File: src/rtl/rv_r_pkg.sv
// Shared types and constants for the R-type execution unit and its
// iterative multiply/divide engine.
package rv_r_pkg;

  localparam logic [6:0] F7_BASE   = 7'b0000000;
  localparam logic [6:0] F7_ALT    = 7'b0100000;
  localparam logic [6:0] F7_MULDIV = 7'b0000001;

  // Encoding is the decode key {funct7[5], funct7[0], funct3}
  typedef enum logic [4:0] {
    ADD    = 5'b00000,
    SLL    = 5'b00001,
    SLT    = 5'b00010,
    SLTU   = 5'b00011,
    XOR    = 5'b00100,
    SRL    = 5'b00101,
    OR     = 5'b00110,
    AND    = 5'b00111,
    MUL    = 5'b01000,
    MULH   = 5'b01001,
    MULHSU = 5'b01010,
    MULHU  = 5'b01011,
    DIV    = 5'b01100,
    DIVU   = 5'b01101,
    REM    = 5'b01110,
    REMU   = 5'b01111,
    SUB    = 5'b10000,
    SRA    = 5'b10101
  } r_op_e;

  typedef enum logic [2:0] {
    ST_IDLE = 3'd0,
    ST_MUL  = 3'd1,
    ST_DIV  = 3'd2,
    ST_FIX  = 3'd3,
    ST_DONE = 3'd4
  } r_state_e;

  function automatic logic is_mul_op(input r_op_e op);
    return op inside {MUL, MULH, MULHSU, MULHU};
  endfunction

  function automatic logic is_div_op(input r_op_e op);
    return op inside {DIV, DIVU, REM, REMU};
  endfunction

endpackage

File: src/rtl/r_muldiv_iter.sv
// Shared iterative engine: shift-add multiplier and restoring divider on
// operand magnitudes, with iteration counter and final sign correction.
module r_muldiv_iter
  import rv_r_pkg::*;
#(
  parameter int XLEN = 32
) (
  input  logic            clk,
  input  logic            reset,
  input  logic            start_i,
  input  logic            step_i,
  input  r_op_e           op_i,
  input  logic [XLEN-1:0] a_i,
  input  logic [XLEN-1:0] b_i,
  output logic            last_o,
  output logic [XLEN-1:0] res_o
);
  localparam int CW = $clog2(XLEN);

  logic [2*XLEN-1:0] acc_q, acc_d, acc_src_s, prod_s;
  logic [XLEN-1:0]   opd_q, opd_src_s, a_mag_s, b_mag_s, quo_s, rem_s;
  logic [XLEN:0]     rem_sh_s, diff_s, sum_s;
  logic [CW-1:0]     cnt_q;
  logic              is_div_q, is_div_src_s, neg_q, neg_init_s, a_neg_s, b_neg_s;
  r_op_e             op_q;

  // Operand magnitudes and the iteration source (fresh operands on start)
  always_comb begin
    a_neg_s    = (op_i inside {MULH, MULHSU, DIV, REM}) & a_i[XLEN-1];
    b_neg_s    = (op_i inside {MULH, DIV, REM}) & b_i[XLEN-1];
    a_mag_s    = a_neg_s ? -a_i : a_i;
    b_mag_s    = b_neg_s ? -b_i : b_i;
    neg_init_s = (op_i == REM) ? a_neg_s : (a_neg_s ^ b_neg_s);
    if (start_i) begin
      is_div_src_s = is_div_op(op_i);
      acc_src_s    = {{XLEN{1'b0}}, (is_div_src_s ? a_mag_s : b_mag_s)};
      opd_src_s    = is_div_src_s ? b_mag_s : a_mag_s;
    end else begin
      is_div_src_s = is_div_q;
      acc_src_s    = acc_q;
      opd_src_s    = opd_q;
    end
  end

  // One multiply or divide iteration; the first runs on the accept edge so
  // the whole op fits in XLEN+1 cycles including the fix-up
  always_comb begin
    rem_sh_s = {acc_src_s[2*XLEN-1:XLEN], acc_src_s[XLEN-1]};
    diff_s   = rem_sh_s - {1'b0, opd_src_s};
    sum_s    = {1'b0, acc_src_s[2*XLEN-1:XLEN]}
             + (acc_src_s[0] ? {1'b0, opd_src_s} : {(XLEN+1){1'b0}});
    if (is_div_src_s) begin
      if (rem_sh_s >= {1'b0, opd_src_s}) begin
        acc_d = {diff_s[XLEN-1:0], acc_src_s[XLEN-2:0], 1'b1};
      end else begin
        acc_d = {rem_sh_s[XLEN-1:0], acc_src_s[XLEN-2:0], 1'b0};
      end
    end else begin
      acc_d = {sum_s, acc_src_s[XLEN-1:1]};
    end
  end

  // Sign correction and word selection for the fix-up cycle
  always_comb begin
    prod_s = neg_q ? -acc_q : acc_q;
    quo_s  = neg_q ? -acc_q[XLEN-1:0] : acc_q[XLEN-1:0];
    rem_s  = neg_q ? -acc_q[2*XLEN-1:XLEN] : acc_q[2*XLEN-1:XLEN];
    case (op_q)
      MUL:                 res_o = prod_s[XLEN-1:0];
      MULH, MULHSU, MULHU: res_o = prod_s[2*XLEN-1:XLEN];
      DIV, DIVU:           res_o = quo_s;
      REM, REMU:           res_o = rem_s;
      default:             res_o = {XLEN{1'b0}};
    endcase
  end

  // Engine state and iteration counter
  always_ff @(posedge clk or negedge reset) begin
    if (!reset) begin
      acc_q    <= '0;
      opd_q    <= '0;
      cnt_q    <= '0;
      is_div_q <= 1'b0;
      neg_q    <= 1'b0;
      op_q     <= ADD;
    end else if (start_i) begin
      acc_q    <= acc_d;
      opd_q    <= opd_src_s;
      cnt_q    <= '0;
      is_div_q <= is_div_src_s;
      neg_q    <= neg_init_s;
      op_q     <= op_i;
    end else if (step_i) begin
      acc_q <= acc_d;
      cnt_q <= cnt_q + CW'(1);
    end
  end

  assign last_o = (cnt_q == CW'(XLEN-2));

endmodule

File: src/rtl/r_exec_unit.sv
// R-type execution unit: decode, single-cycle ALU, divide special cases,
// valid/ready handshake and control FSM around the iterative M engine.
module r_exec_unit
  import rv_r_pkg::*;
#(
  parameter int XLEN     = 32,
  parameter bit ENABLE_M = 1'b1,
  parameter int TAG_W    = 5
) (
  input  logic             clk,
  input  logic             reset,
  input  logic             in_valid,
  output logic             in_ready,
  input  logic [2:0]       funct3,
  input  logic [6:0]       funct7,
  input  logic [XLEN-1:0]  rs1_val,
  input  logic [XLEN-1:0]  rs2_val,
  input  logic [TAG_W-1:0] rd_tag_in,
  input  logic             kill,
  output logic             out_valid,
  input  logic             out_ready,
  output logic [XLEN-1:0]  result,
  output logic [TAG_W-1:0] rd_tag_out,
  output logic             illegal
);
  localparam int              SHW      = $clog2(XLEN);
  localparam logic [XLEN-1:0] MOST_NEG = {1'b1, {(XLEN-1){1'b0}}};

  r_state_e         state_q;
  logic             out_valid_q, illegal_q, rdy_en_q;
  logic [XLEN-1:0]  result_q, alu_s, quick_res_s, md_res_s;
  logic [TAG_W-1:0] tag_q;
  r_op_e            op_s;
  logic [SHW-1:0]   shamt_s;
  logic             legal_s, is_mul_s, is_div_s, div0_s, ovf_s, quick_s;
  logic             accept_s, md_start_s, md_step_s, md_last_s;

  // Decode and classification of the presented request
  always_comb begin
    op_s     = r_op_e'({funct7[5], funct7[0], funct3});
    legal_s  = (funct7 == F7_BASE)
             | ((funct7 == F7_ALT) & ((funct3 == 3'b000) | (funct3 == 3'b101)))
             | ((funct7 == F7_MULDIV) & ENABLE_M);
    is_mul_s = legal_s & is_mul_op(op_s);
    is_div_s = legal_s & is_div_op(op_s);
    div0_s   = (rs2_val == {XLEN{1'b0}});
    ovf_s    = ((op_s == DIV) | (op_s == REM)) & (rs1_val == MOST_NEG)
             & (rs2_val == {XLEN{1'b1}});
    quick_s  = ~(is_mul_s | (is_div_s & ~div0_s & ~ovf_s));
  end

  // Single-cycle ALU, including divide-by-zero and overflow results
  always_comb begin
    shamt_s = rs2_val[SHW-1:0];
    case (op_s)
      ADD:       alu_s = rs1_val + rs2_val;
      SUB:       alu_s = rs1_val - rs2_val;
      SLL:       alu_s = rs1_val << shamt_s;
      SLT:       alu_s = {{(XLEN-1){1'b0}}, ($signed(rs1_val) < $signed(rs2_val))};
      SLTU:      alu_s = {{(XLEN-1){1'b0}}, (rs1_val < rs2_val)};
      XOR:       alu_s = rs1_val ^ rs2_val;
      SRL:       alu_s = rs1_val >> shamt_s;
      SRA:       alu_s = $signed(rs1_val) >>> shamt_s;
      OR:        alu_s = rs1_val | rs2_val;
      AND:       alu_s = rs1_val & rs2_val;
      DIV, DIVU: alu_s = div0_s ? {XLEN{1'b1}} : MOST_NEG;
      REM, REMU: alu_s = div0_s ? rs1_val : {XLEN{1'b0}};
      default:   alu_s = {XLEN{1'b0}};
    endcase
    quick_res_s = legal_s ? alu_s : {XLEN{1'b0}};
  end

  assign in_ready   = rdy_en_q & ~kill
                    & ((state_q == ST_IDLE) | ((state_q == ST_DONE) & out_ready));
  assign accept_s   = in_valid & in_ready;
  assign md_start_s = accept_s & ~quick_s;
  assign md_step_s  = ((state_q == ST_MUL) | (state_q == ST_DIV)) & ~kill;

  r_muldiv_iter #(.XLEN(XLEN)) u_muldiv (
    .clk     (clk),
    .reset   (reset),
    .start_i (md_start_s),
    .step_i  (md_step_s),
    .op_i    (op_s),
    .a_i     (rs1_val),
    .b_i     (rs2_val),
    .last_o  (md_last_s),
    .res_o   (md_res_s)
  );

  // Control FSM with registered result-side outputs
  always_ff @(posedge clk or negedge reset) begin
    if (!reset) begin
      state_q     <= ST_IDLE;
      out_valid_q <= 1'b0;
      result_q    <= '0;
      tag_q       <= '0;
      illegal_q   <= 1'b0;
      rdy_en_q    <= 1'b0;
    end else begin
      rdy_en_q <= 1'b1;
      if (kill) begin
        state_q     <= ST_IDLE;
        out_valid_q <= 1'b0;
      end else begin
        case (state_q)
          ST_IDLE, ST_DONE: begin
            if (accept_s) begin
              tag_q <= rd_tag_in;
              if (quick_s) begin
                state_q     <= ST_DONE;
                out_valid_q <= 1'b1;
                result_q    <= quick_res_s;
                illegal_q   <= ~legal_s;
              end else begin
                state_q     <= is_mul_s ? ST_MUL : ST_DIV;
                out_valid_q <= 1'b0;
                illegal_q   <= 1'b0;
              end
            end else if ((state_q == ST_DONE) && out_ready) begin
              state_q     <= ST_IDLE;
              out_valid_q <= 1'b0;
            end
          end
          ST_MUL, ST_DIV: begin
            if (md_last_s) state_q <= ST_FIX;
          end
          ST_FIX: begin
            result_q    <= md_res_s;
            out_valid_q <= 1'b1;
            state_q     <= ST_DONE;
          end
          default: begin
            state_q     <= ST_IDLE;
            out_valid_q <= 1'b0;
          end
        endcase
      end
    end
  end

  assign out_valid  = out_valid_q;
  assign result     = result_q;
  assign rd_tag_out = tag_q;
  assign illegal    = illegal_q;

endmodule
File: config.mk
export PLATFORM = sky130hd
export DESIGN_NAME = r_exec_unit
export DESIGN_NICKNAME = d
export VERILOG_FILES = /design/src/rtl/rv_r_pkg.sv /design/src/rtl/r_muldiv_iter.sv /design/src/rtl/r_exec_unit.sv
export SDC_FILE = /design/constraint.sdc
export NUM_CORES = 1
export LEC_CHECK = 0
export CORE_MARGIN = 5
export CORE_UTILIZATION = 35
export CTS_CLUSTER_SIZE = 8
export DETAILED_ROUTE_END_ITERATION = 16
export GPL_TIMING_DRIVEN = 0
export MAX_ROUTING_LAYER = met4
export SYNTH_ARGS = -nofsm -noshare
export SYNTH_HDL_FRONTEND = slang
export SYNTH_SLANG_ARGS = --single-unit
File: constraint.sdc
create_clock -name clk -period 10.25 [get_ports clk]
set_input_delay 1.5375 -clock clk [delete_from_list [all_inputs] [get_ports clk]]
set_output_delay 1.5375 -clock clk [all_outputs]
set_load 0.03 [all_outputs]
# ---- Word-level counts from Yosys, hierarchy flattened
# Index checks and enable logic that the tools add are counted.
# Widths: inputs -> output; s select.
dict set report classes {
  shifts 3
  n_reduce_logical 23
  magnitude_cmp 3
  mux 39
  n_eq_ne 40
  n_bitwise 30
  n_addsub 10
}
# cell count
set ops {}
lappend ops {{$mux 32} 12}
lappend ops {{$mux 64} 6}
lappend ops {{$pmux 32 s12} 1}
lappend ops {{$neg 32->32} 4}
lappend ops {{$pmux 32 s4} 1}
lappend ops {{$eq 5x4->1 const B} 16}
lappend ops {{$eq 32x32->1 const B} 2}
lappend ops {{$lt 32x32->1} 2}
lappend ops {{$neg 64->64} 1}
lappend ops {{$pmux 32 s2} 1}
lappend ops {{$sub 32x32->32} 2}
lappend ops {{$add 32x32->33} 1}
lappend ops {{$ge 33x32->1} 1}
lappend ops {{$add 32x32->32} 1}
lappend ops {{$and 32x32->32} 1}
lappend ops {{$logic_not 32->1} 1}
lappend ops {{$or 32x32->32} 1}
lappend ops {{$shl 32x5->32} 1}
lappend ops {{$shr 32x5->32} 1}
lappend ops {{$sshr 32x5->32} 1}
lappend ops {{$xor 32x32->32} 1}
lappend ops {{$mux 31} 1}
lappend ops {{$eq 5x3->1 const B} 4}
lappend ops {{$and 1x1->1} 15}
lappend ops {{other kinds (33)} 70}
dict set report totals {
  reg_bits 151
  inputBits 84
  word_cells 160
  out_inout_bits 40
}

# ---- Longest topological paths before layout
dict set report depth {
  ltp_word 16
  mapped_depth 29
  ltp_nobuf 23
}

# ---- By module
# From an unflattened synthesis, not the netlist that was laid out.
dict set report hier_totals {
  cells_unflattened 3557
  hier_area_um2 25030.3
}
# mod cells_each instances area_per_inst_um2 seq_area_each_um2
set by_module_without_submodules {}
lappend by_module_without_submodules {r_muldiv_iter 1830 1 13367.8 2702.6}
lappend by_module_without_submodules {r_exec_unit 1727 1 11662.4 1076.0}

# ---- Least setup slack after synthesis
# Ideal clock, no wire load.
dict set report synth_timing {
  path_type {in2reg}
  startpoint {input port rs2_val[0]}
  endpoint {register u_muldiv.acc_q[56]}
  t_required_ns 10.120
  path_buffers 7
  arrival_time_ns 7.881
  setup_ns 0.130
  path_slack_ns 2.239
  cell_stages 27
  cell_sequence {clkbuf_1 -> inv_2 -> buf_1 -> clkbuf_1 -> ha_1 -> or3b_2 -> nor3_1 -> nand3_1 -> o32ai_1 -> a21o_1 -> clkbuf_1 -> buf_1 -> clkbuf_1 -> a21oi_1 -> ha_1 -> a21o_1 -> a21oi_1 -> nor2b_1 -> or4_1 -> a31o_2 -> a21o_1 -> a21oi_1 -> o31a_1 -> buf_2 -> o21ai_0 -> a22oi_1 -> o21ai_0}
}
dict set report synth_between {
  elab_chain_len 12
  word_cells_on_any_way 25
  classes_between {3 x add/sub; 1 x order compare; 1 x eq/ne; 11 x mux; 7 x bitwise; 2 x reduce/logical}
}
# element line
set synth_lines {}
lappend synth_lines {{from (decl)} r_exec_unit.sv:17} ;# input logic [XLEN-1:0] rs2_val,
lappend synth_lines {{branches (longest 12 deep; another with $add 32x32->33)} -}
lappend synth_lines {{to (signal assigned)} r_muldiv_iter.sv:80} ;# acc_q <= '0;
lappend synth_lines {{to (signal assigned)} r_muldiv_iter.sv:87} ;# acc_q <= acc_d;
lappend synth_lines {{to (signal assigned)} r_muldiv_iter.sv:94} ;# acc_q <= acc_d;
lappend synth_lines {{to (decl)} r_muldiv_iter.sv:20} ;# logic [2*XLEN-1:0] acc_q, acc_d, acc_src_s, prod_s;
# Several ways; the timed one is not identified. The select of a mux whose other input is x is not followed.
# A chain may end at the register's enable or synchronous reset.

# ---- Worst setup path after layout
dict set report layout_timing {
  startpoint {input port rs1_val[0]}
  endpoint {register u_muldiv.acc_q[49]}
}
dict set report layout_between {
  elab_chain_len 13
  word_cells_on_any_way 23
  classes_between {3 x add/sub; 1 x order compare; 1 x eq/ne; 11 x mux; 6 x bitwise; 1 x reduce/logical}
}
# element line
set layout_lines {}
lappend layout_lines {{from (decl)} r_exec_unit.sv:16} ;# input logic [XLEN-1:0] rs1_val,
lappend layout_lines {{branches (longest 13 deep; another with $add 32x32->33)} -}
# Several ways; the timed one is not identified. The select of a mux whose other input is x is not followed.

==> flow_metrics.py <==
metrics = {
    "status": {
        "status": "complete, but fails checks",
        "violations": "max-capacitance violations, max-slew violations, negative setup slack",
    },
    "worst_setup_path": {
        "crit_slowest_cell": "clkbuf_1",
        "critical_path_class": "in2reg",
        "crit_cells": 27,
        "critPathRequiredTime_ps": 10540,
        "crit_buf_inv": 8,
        "end_kind": "register",
        "worstPathMaxFanout": 10,
        "r2r_end": "u_muldiv.acc_q[49]",
        "cpLargestDelayFamily": "buffers and inverters",
        "r2r_start": "state_q[0]",
        "cp-start-kind": "input pin",
        "critPathArrivalTime_ps": 10570,
        "r2r_slack_ps": 2330,
        "r2r_cells": 19,
        "slowest_delay_ps": 790,
        "startpoint": "rs1_val[0]",
        "critPathCapture": "u_muldiv.acc_q[49]",
    },
    "synth": {
        "synth_area_um2": 23620,
        "synth_top_area_frac": 0.1600,
        "yosysSeqAreaShare": 0.1600,
        "synth.avg_cell_area_um2": 6.944,
        "synth_area_leaders": "dfrtp_1, ha_1, a21oi_1, o21ai_0, nor2_1",
        "synth_warnings": 0,
        "syn-instance-count": 3401,
        "synth_flop_cell": "dfrtp_1",
        "yosysTopAreaCell": "dfrtp_1",
        "synth_cell_types": 95,
        "synth_edf_count": 0,
        "synth.ff_latch_count": 151,
        "ys_async_sr_fraction": 1.000,
        "synth_nets": 3653,
    },
    "clock_tree": {
        "cts_hold_buf": 0,
        "clk_pin_slew_ps": 70,
        "cts_tree": "yes",
        "cts_root_buffer": "clkbuf_16",
        "clk_latency_ps": 470,
        "cts-buffers-inserted": 17,
        "htree_levels": 4,
        "cts.path.max_buffers": 2,
        "clock_sinks": 151,
    },
    "routing": {
        "wl_um": 156600,
        "drc": 0,
        "drt_iter0_markers": 4834,
        "ant_nets": 0,
        "dr.pass1.iters": 8,
        "wl_per_cell_um": 35.27,
        "vias": 29860,
        "viasPerCell": 6.728,
    },
    "final_layout": {
        "syn2layout_area_growth_pct": 12.78,
        "register_area_um2": 3779,
        "nets": 3797,
        "multiInputGateArea_um2": 18340,
        "design_area_um2": 26630,
        "final_cells": 4439,
        "layout-drive-gt1-share": 0.04188,
        "fill_cells": 7327,
        "post-route-util": 0.3973,
    },
    "floorplanning": {
        "die_area_um2": 72770,
        "fp.dieH_um": 269.8,
        "rows": 95,
        "start_util": 0.3523,
        "io_pins": 124,
        "die_w_um": 269.8,
        "core_region_area_um2": 67040,
    },
    "placement": {
        "hpwl_um": 127100,
        "dp_cells": 4400,
        "placed_cell_area_um2": 26010,
        "port_buffers": 122,
        "gp_congestion": 1.067,
    },
    "power": {
        "p_leak_nw": 10.96,
        "ir_drop_uv": 107.6,
        "power_density_nw_per_um2": 107.1,
    },
    "grt": {
        "grt_pass1_vias": 27220,
        "grtUsageTotal": 0.4193,
        "grt_pass1_wl_um": 215600,
        "grt_overflow": 0,
        "grt_antenna_before_repair": 16,
        "grt_max_degree": 104,
    },
    "sta": {
        "finalClockSkew_ps": 12.39,
        "fin_ws_ps": -29.05,
        "max_freq_mhz": 97.29,
        "timing.slew.headroom": -0.04290,
        "rsz0062_at_grt": "false",
        "hold_violations": 0,
        "drv_slew": 27,
        "setup_viol": 1,
        "min_period_ps": 10280,
        "fin_crit_sh": 1.003,
        "worst_pin_slew_ps": 1557,
    },
    "worst_hold_path": {
        "hp-start": "result[9]",
        "hold_class": "reg2reg",
    },
    "job": {
        "cap_viol_max_count": 4,
    },
}
==> how the worst min path moves through the flow <==
stage                             to  cells past startpoint
floorplan           u_muldiv.op_q[3]                      1
global placement             illegal                      2
detailed placement        result[13]                      2
CTS                        result[6]                      2
global route               result[5]                      2
finish                     result[9]                      2
==> logic make-up (layout without fill, tap and decap cells) <==
kind of cell | after synthesis | after routing | share of synthesized area
flip-flops | 151 | 151 | 0.1600
multiplexers | 118 | 118 | 0.06453
XOR/XNOR | 184 | 184 | 0.06824
buffers and inverters | 403 | 560 | 0.06512
AO/OA/AOI/OAI | 1231 | 1231 | 0.3253
AND/OR/NAND/NOR | 1141 | 1141 | 0.2250
adder cells (fa/ha/maj) | 172 | 172 | 0.09166
other | 1 | 9 | 0.0001588
==> registers in the layout (all words and copies together) (netlist names), 3 cells and up <==
signal          cells
rd_tag_out          5
result             32
u_muldiv.acc_q     64
u_muldiv.cnt_q      5
u_muldiv.op_q       5
u_muldiv.opd_q     32
state_q             3
==> metal layers <==
layer	vias to the layer above	global-route usage	part of all wire
li1	12740	-	-
met1	14530	0.5971	0.44
met2	2233	0.5438	0.38
met3	363	0.1382	0.14
met4	0	0.1549	0.047
met5	-	-	0
==> through the flow <==
step | hold slack [ps] | setup WS [ps] | TNS (ps) | power (mW)
after detailed placement | 475.5 | -2151 | -60130 | 2.113
after floorplan | 450.1 | 2239 | 0 | 1.517
final | 483.4 | -29.05 | -29.05 | 2.853
after CTS | 490.8 | 37.88 | 0 | 2.769
after global routing | 505.7 | 22.08 | 0 | 2.937
after global placement | 464.7 | -2210 | -61740 | 2.123
==> placed cells by master, fill, tap and decap left out, types with 25 or more instances in the layout <==
cell             instances
nor2_1                 377
a21oi_1                359
nand2_1                326
o21ai_0                318
clkbuf_1               205
ha_1                   165
inv_1                  153
dfrtp_1                151
xnor2_1                132
clkdlybuf4s50_1        121
mux2i_1                 78
nor3_1                  74
nand3_1                 66
a21o_1                  62
a31oi_1                 60
a22oi_1                 60
o22ai_1                 52
xor2_1                  52
nand4_1                 39
nand2b_1                38
or3_1                   37
a211oi_1                37
and2_1                  35
o31ai_1                 33
o211ai_1                29
nor4_1                  25
mux4_2                  25
==> final cells by class <==
cell class | instances | share of cell area
Clock buffer | 17 | 0.01597
Buffer | 242 | 0.03533
Sequential cell | 151 | 0.1419
Multi-Input combinational cell | 2847 | 0.6886
Antenna cell | 8 | 0.0007517
Timing Repair Buffer | 127 | 0.04825
Tap cell | 873 | 0.04101
Inverter | 159 | 0.02260
Clock inverter | 15 | 0.005638
==> worst reg2reg max path, delay by kind of cell (launching register included) <==
family | cells | cell delay [ps]
AOI/OAI and AO/OA | 5 | 1810
adders and majority gates | 1 | 420
buffers and inverters | 6 | 2710
DFF | 1 | 410
and+or+nand+nor | 7 | 2390
==> report_power, final <==
group	internal (mW)	leakage [nW]	switching (mW)	total [mW]
logic	0.457	8.63	1.04	1.50
registers	0.631	2.05	0.0661	0.697
clock network	0.326	0.281	0.332	0.658
==> cell usage after synthesis (11+ instances only) <==
| library cell | number |
|---|---|
| o21ai_1 | 12 |
| mux2_2 | 14 |
| o221ai_1 | 11 |
| clkbuf_1 | 211 |
| nand3_1 | 66 |
| or4_1 | 24 |
| mux2i_1 | 78 |
| a21o_1 | 63 |
| a22o_1 | 15 |
| or2_2 | 17 |
| nand2_1 | 326 |
| nor2b_1 | 21 |
| ha_1 | 165 |
| and3_1 | 21 |
| o21bai_1 | 20 |
| buf_1 | 22 |
| nand4_1 | 39 |
| o21ai_0 | 318 |
| o211ai_1 | 29 |
| mux4_2 | 25 |
| o31ai_1 | 33 |
| a31oi_1 | 60 |
| nor3_1 | 79 |
| xnor2_1 | 132 |
| a22oi_1 | 60 |
| a21oi_1 | 359 |
| xor2_1 | 52 |
| o21a_1 | 17 |
| nand2b_1 | 38 |
| or3_1 | 37 |
| o41ai_1 | 20 |
| nor4_1 | 26 |
| nor2_1 | 377 |
| inv_1 | 154 |
| a211oi_1 | 37 |
| a221oi_1 | 17 |
| dfrtp_1 | 151 |
| a211o_1 | 12 |
| o22ai_1 | 52 |
| and2_1 | 35 |
==> timing repair <==
action,4_1_cts,5_1_grt
resized for setup,6,9
gates cloned,0,0
buffers inserted,0,0
endpoints found under the setup margin,33,29
(Power assumes the default switching activity.)
==> RTL change, RTL diff (config.mk and constraints unchanged) <==
The parameter `ENABLE_M` goes from 1'b1 to 1'b0.
--- a/src/rtl/r_exec_unit.sv
+++ b/src/rtl/r_exec_unit.sv
@@ -5,5 +5,5 @@
 #(
   parameter int XLEN     = 32,
-  parameter bit ENABLE_M = 1'b1,
+  parameter bit ENABLE_M = 1'b0,
   parameter int TAG_W    = 5
 ) (
Function: changed (a bounded check fails within 4 cycles, from zero or initial values and one cycle with reset low).
==> RTL change against the original RTL <==
Synthesized cell count is 13% lower; largest cell class unchanged; global-route usage is 9.4 points lower; critical path depth is 9 lower; via count is 17% lower; critical endpoint is now result[16]$_DFFE_PN0P_; worst setup slack better by 2.6 ns; register-to-register slack better by 3.2 ns; total power is 49% higher; synthesized area is 8.6% lower; hold slack worse by 0.031 ns; utilization is 0.057 points higher; sequential cell count stayed put; wire length is 30% lower; final area is 8.3% lower.
==> RTL change: results (changes against the original RTL) <==
largest net degree at the start of global routing 108 (+3.8%); CTS resizes 0 (-6); vias in the first global route 23800 (-12%); crit path max fanout 11 (+1); top post-synthesis cells by area dfrtp_1 17%, ha_1 9.4%, a21oi_1 6.2%; Post-synth ARST share 100% (unchanged); root buf cell clkbuf_16; Antenna Diode Count 0 (-8); H-tree levels 4 (unchanged); Max stage delay cell, worst path buf_1; Hold Crit Class flip-flop to flip-flop; top cell family by delay on the critical path buffers and inverters; Seq/Total Area, Yosys 17.5% (+1.5 points); DRT iter0 DRCs 2990 (-38%); GP Congestion 1.05 (-1.2%); ys flop type dfrtp_1; TritonRoute pass-1 iters 6 (-2); Max stage delay on crit path 0.70 ns (-0.09 ns); Tot GR Track Use 32.5% (-9.4 points); Placed Instance Area 23800 um^2 (-8.3%); slew of the pin with the lowest slew margin 1.41 ns (-0.144 ns); Yosys warnings 0 (unchanged); clock tree buffer depth 2 (unchanged); Num CTS Buffers 17 (unchanged); nets@finish 3343 (-12%); Largest Register u_muldiv.acc_q; Static Leak 9.54 nW (-13%); Synth top area share 17.5% (+1.5 points); DR vias 24900 (-17%); dpl hpwl 88000 um (-31%); number of port buffers 122 (unchanged); DRT Wirelength 110000 um (-30%); initial antenna violation count 0 (-16); Synth cell types 88 (-7.4%); Post-synth top cells 296 x nor2_1, 269 x a21oi_1, 267 x nand2_1, 250 x o21ai_0, 249 x clkbuf_1; maximum vdd drop 0.100 mV (-7.0%); worst skew pair latency 0.48 ns; worst path arrival time 7.98 ns (-2.59 ns); Worst Skew 0.0141 ns (+0.00173 ns); post-CTS setup buffer count 0 (unchanged); max reg flops 64 (unchanged); outcome finished, final reports clean; share of layout cells above drive strength 1 4.86% (+0.67 points); CTS clk-pin slew, worst paths 0.06 ns; pre-CTS WS 2.44 ns (+4.59 ns); syn nets 3201 (-12%); first-pass GRT wire length 160000 um (-26%)
==> RTL change: cell types whose count changed in the layout (fill, tap and decap cells not counted), moves of 32 or more <==
cell,delta
nor2_1,-81
a21oi_1,-90
mux4_2,+32
o21ai_0,-68
clkbuf_1,+48
nand2_1,-59
xnor2_1,-69
==> RTL change: power by group <==
group / internal [mW] / total (mW) / switching (mW) / leakage, nW
registers: 0.750 / 0.959 / 0.209 / 1.96
logic: 0.955 / 2.64 / 1.69 / 7.30
clock network: 0.365 / 0.644 / 0.278 / 0.275
total: 2.07 / 4.25 / 2.18 / 9.54
==> RTL change: final cells by class <==
class | instances | area (um^2)
Clock inverter | 10 | 120
Timing Repair Buffer | 123 | 1250
Multi-Input combinational cell | 2363 | 16200
Clock buffer | 22 | 454
Tap cell | 790 | 988
Sequential cell | 151 | 3780
Inverter | 162 | 608
Fill cell | 6519 | 37000
Buffer | 275 | 1060
==> RTL change: final timing paths <==
path                       cells past startpoint                            from  slack, ns                        endpoint
max in group asynchronous                      2                           reset       8.41  u_muldiv.acc_q[24]$_DFFE_PN0P_
setup / recovery                              18                      rs2_val[3]       2.60          result[16]$_DFFE_PN0P_
setup reg to reg                              14  u_muldiv.acc_q[54]$_DFFE_PN0P_       5.57  u_muldiv.acc_q[33]$_DFFE_PN0P_
hold / removal                                 1   u_muldiv.opd_q[5]$_DFFE_PN0N_       0.45   u_muldiv.opd_q[5]$_DFFE_PN0N_
min in group asynchronous                      1                           reset       0.95   u_muldiv.opd_q[8]$_DFFE_PN0N_
hold reg to reg                                1   u_muldiv.opd_q[5]$_DFFE_PN0N_       0.45   u_muldiv.opd_q[5]$_DFFE_PN0N_
==> RTL change: logic make-up after synthesis <==
group / Yosys count / share of synthesized area (%)
compound gates: 1050 / 31.2
buf+inv: 437 / 7.71
xor+xnor: 110 / 4.46
other cells: 1 / 0.0174
flops: 151 / 17.5
simple gates: 881 / 18.7
fa+ha+maj: 167 / 9.77
mux: 154 / 10.6
==> RTL change: stage by stage <==
| step | util [%] | power [mW] | std cells | hold slack [ns] |
|---|---|---|---|---|
| final | 39.8 | 4.25 | 3896 | 0.452 |
| after global routing | 39.8 | 4.52 | 3896 | 0.471 |
| after CTS | 39.8 | 4.20 | 3896 | 0.462 |
| after detailed placement | 38.8 | 3.53 | 3864 | 0.446 |
| after global placement | 38.8 | 3.54 | 3863 | 0.440 |
| after floorplan | - | 2.68 | 2951 | 0.429 |
==> RTL change: metal layers <==
layer  vias to the layer above  track usage, %  wire length [um]
li1                      11100               -                 -
met1                     12000            38.1             41600
met2                      1462            52.5             50600
met3                       377            5.40              9640
met4                         0            19.5              8290
met5                         -               -                 0
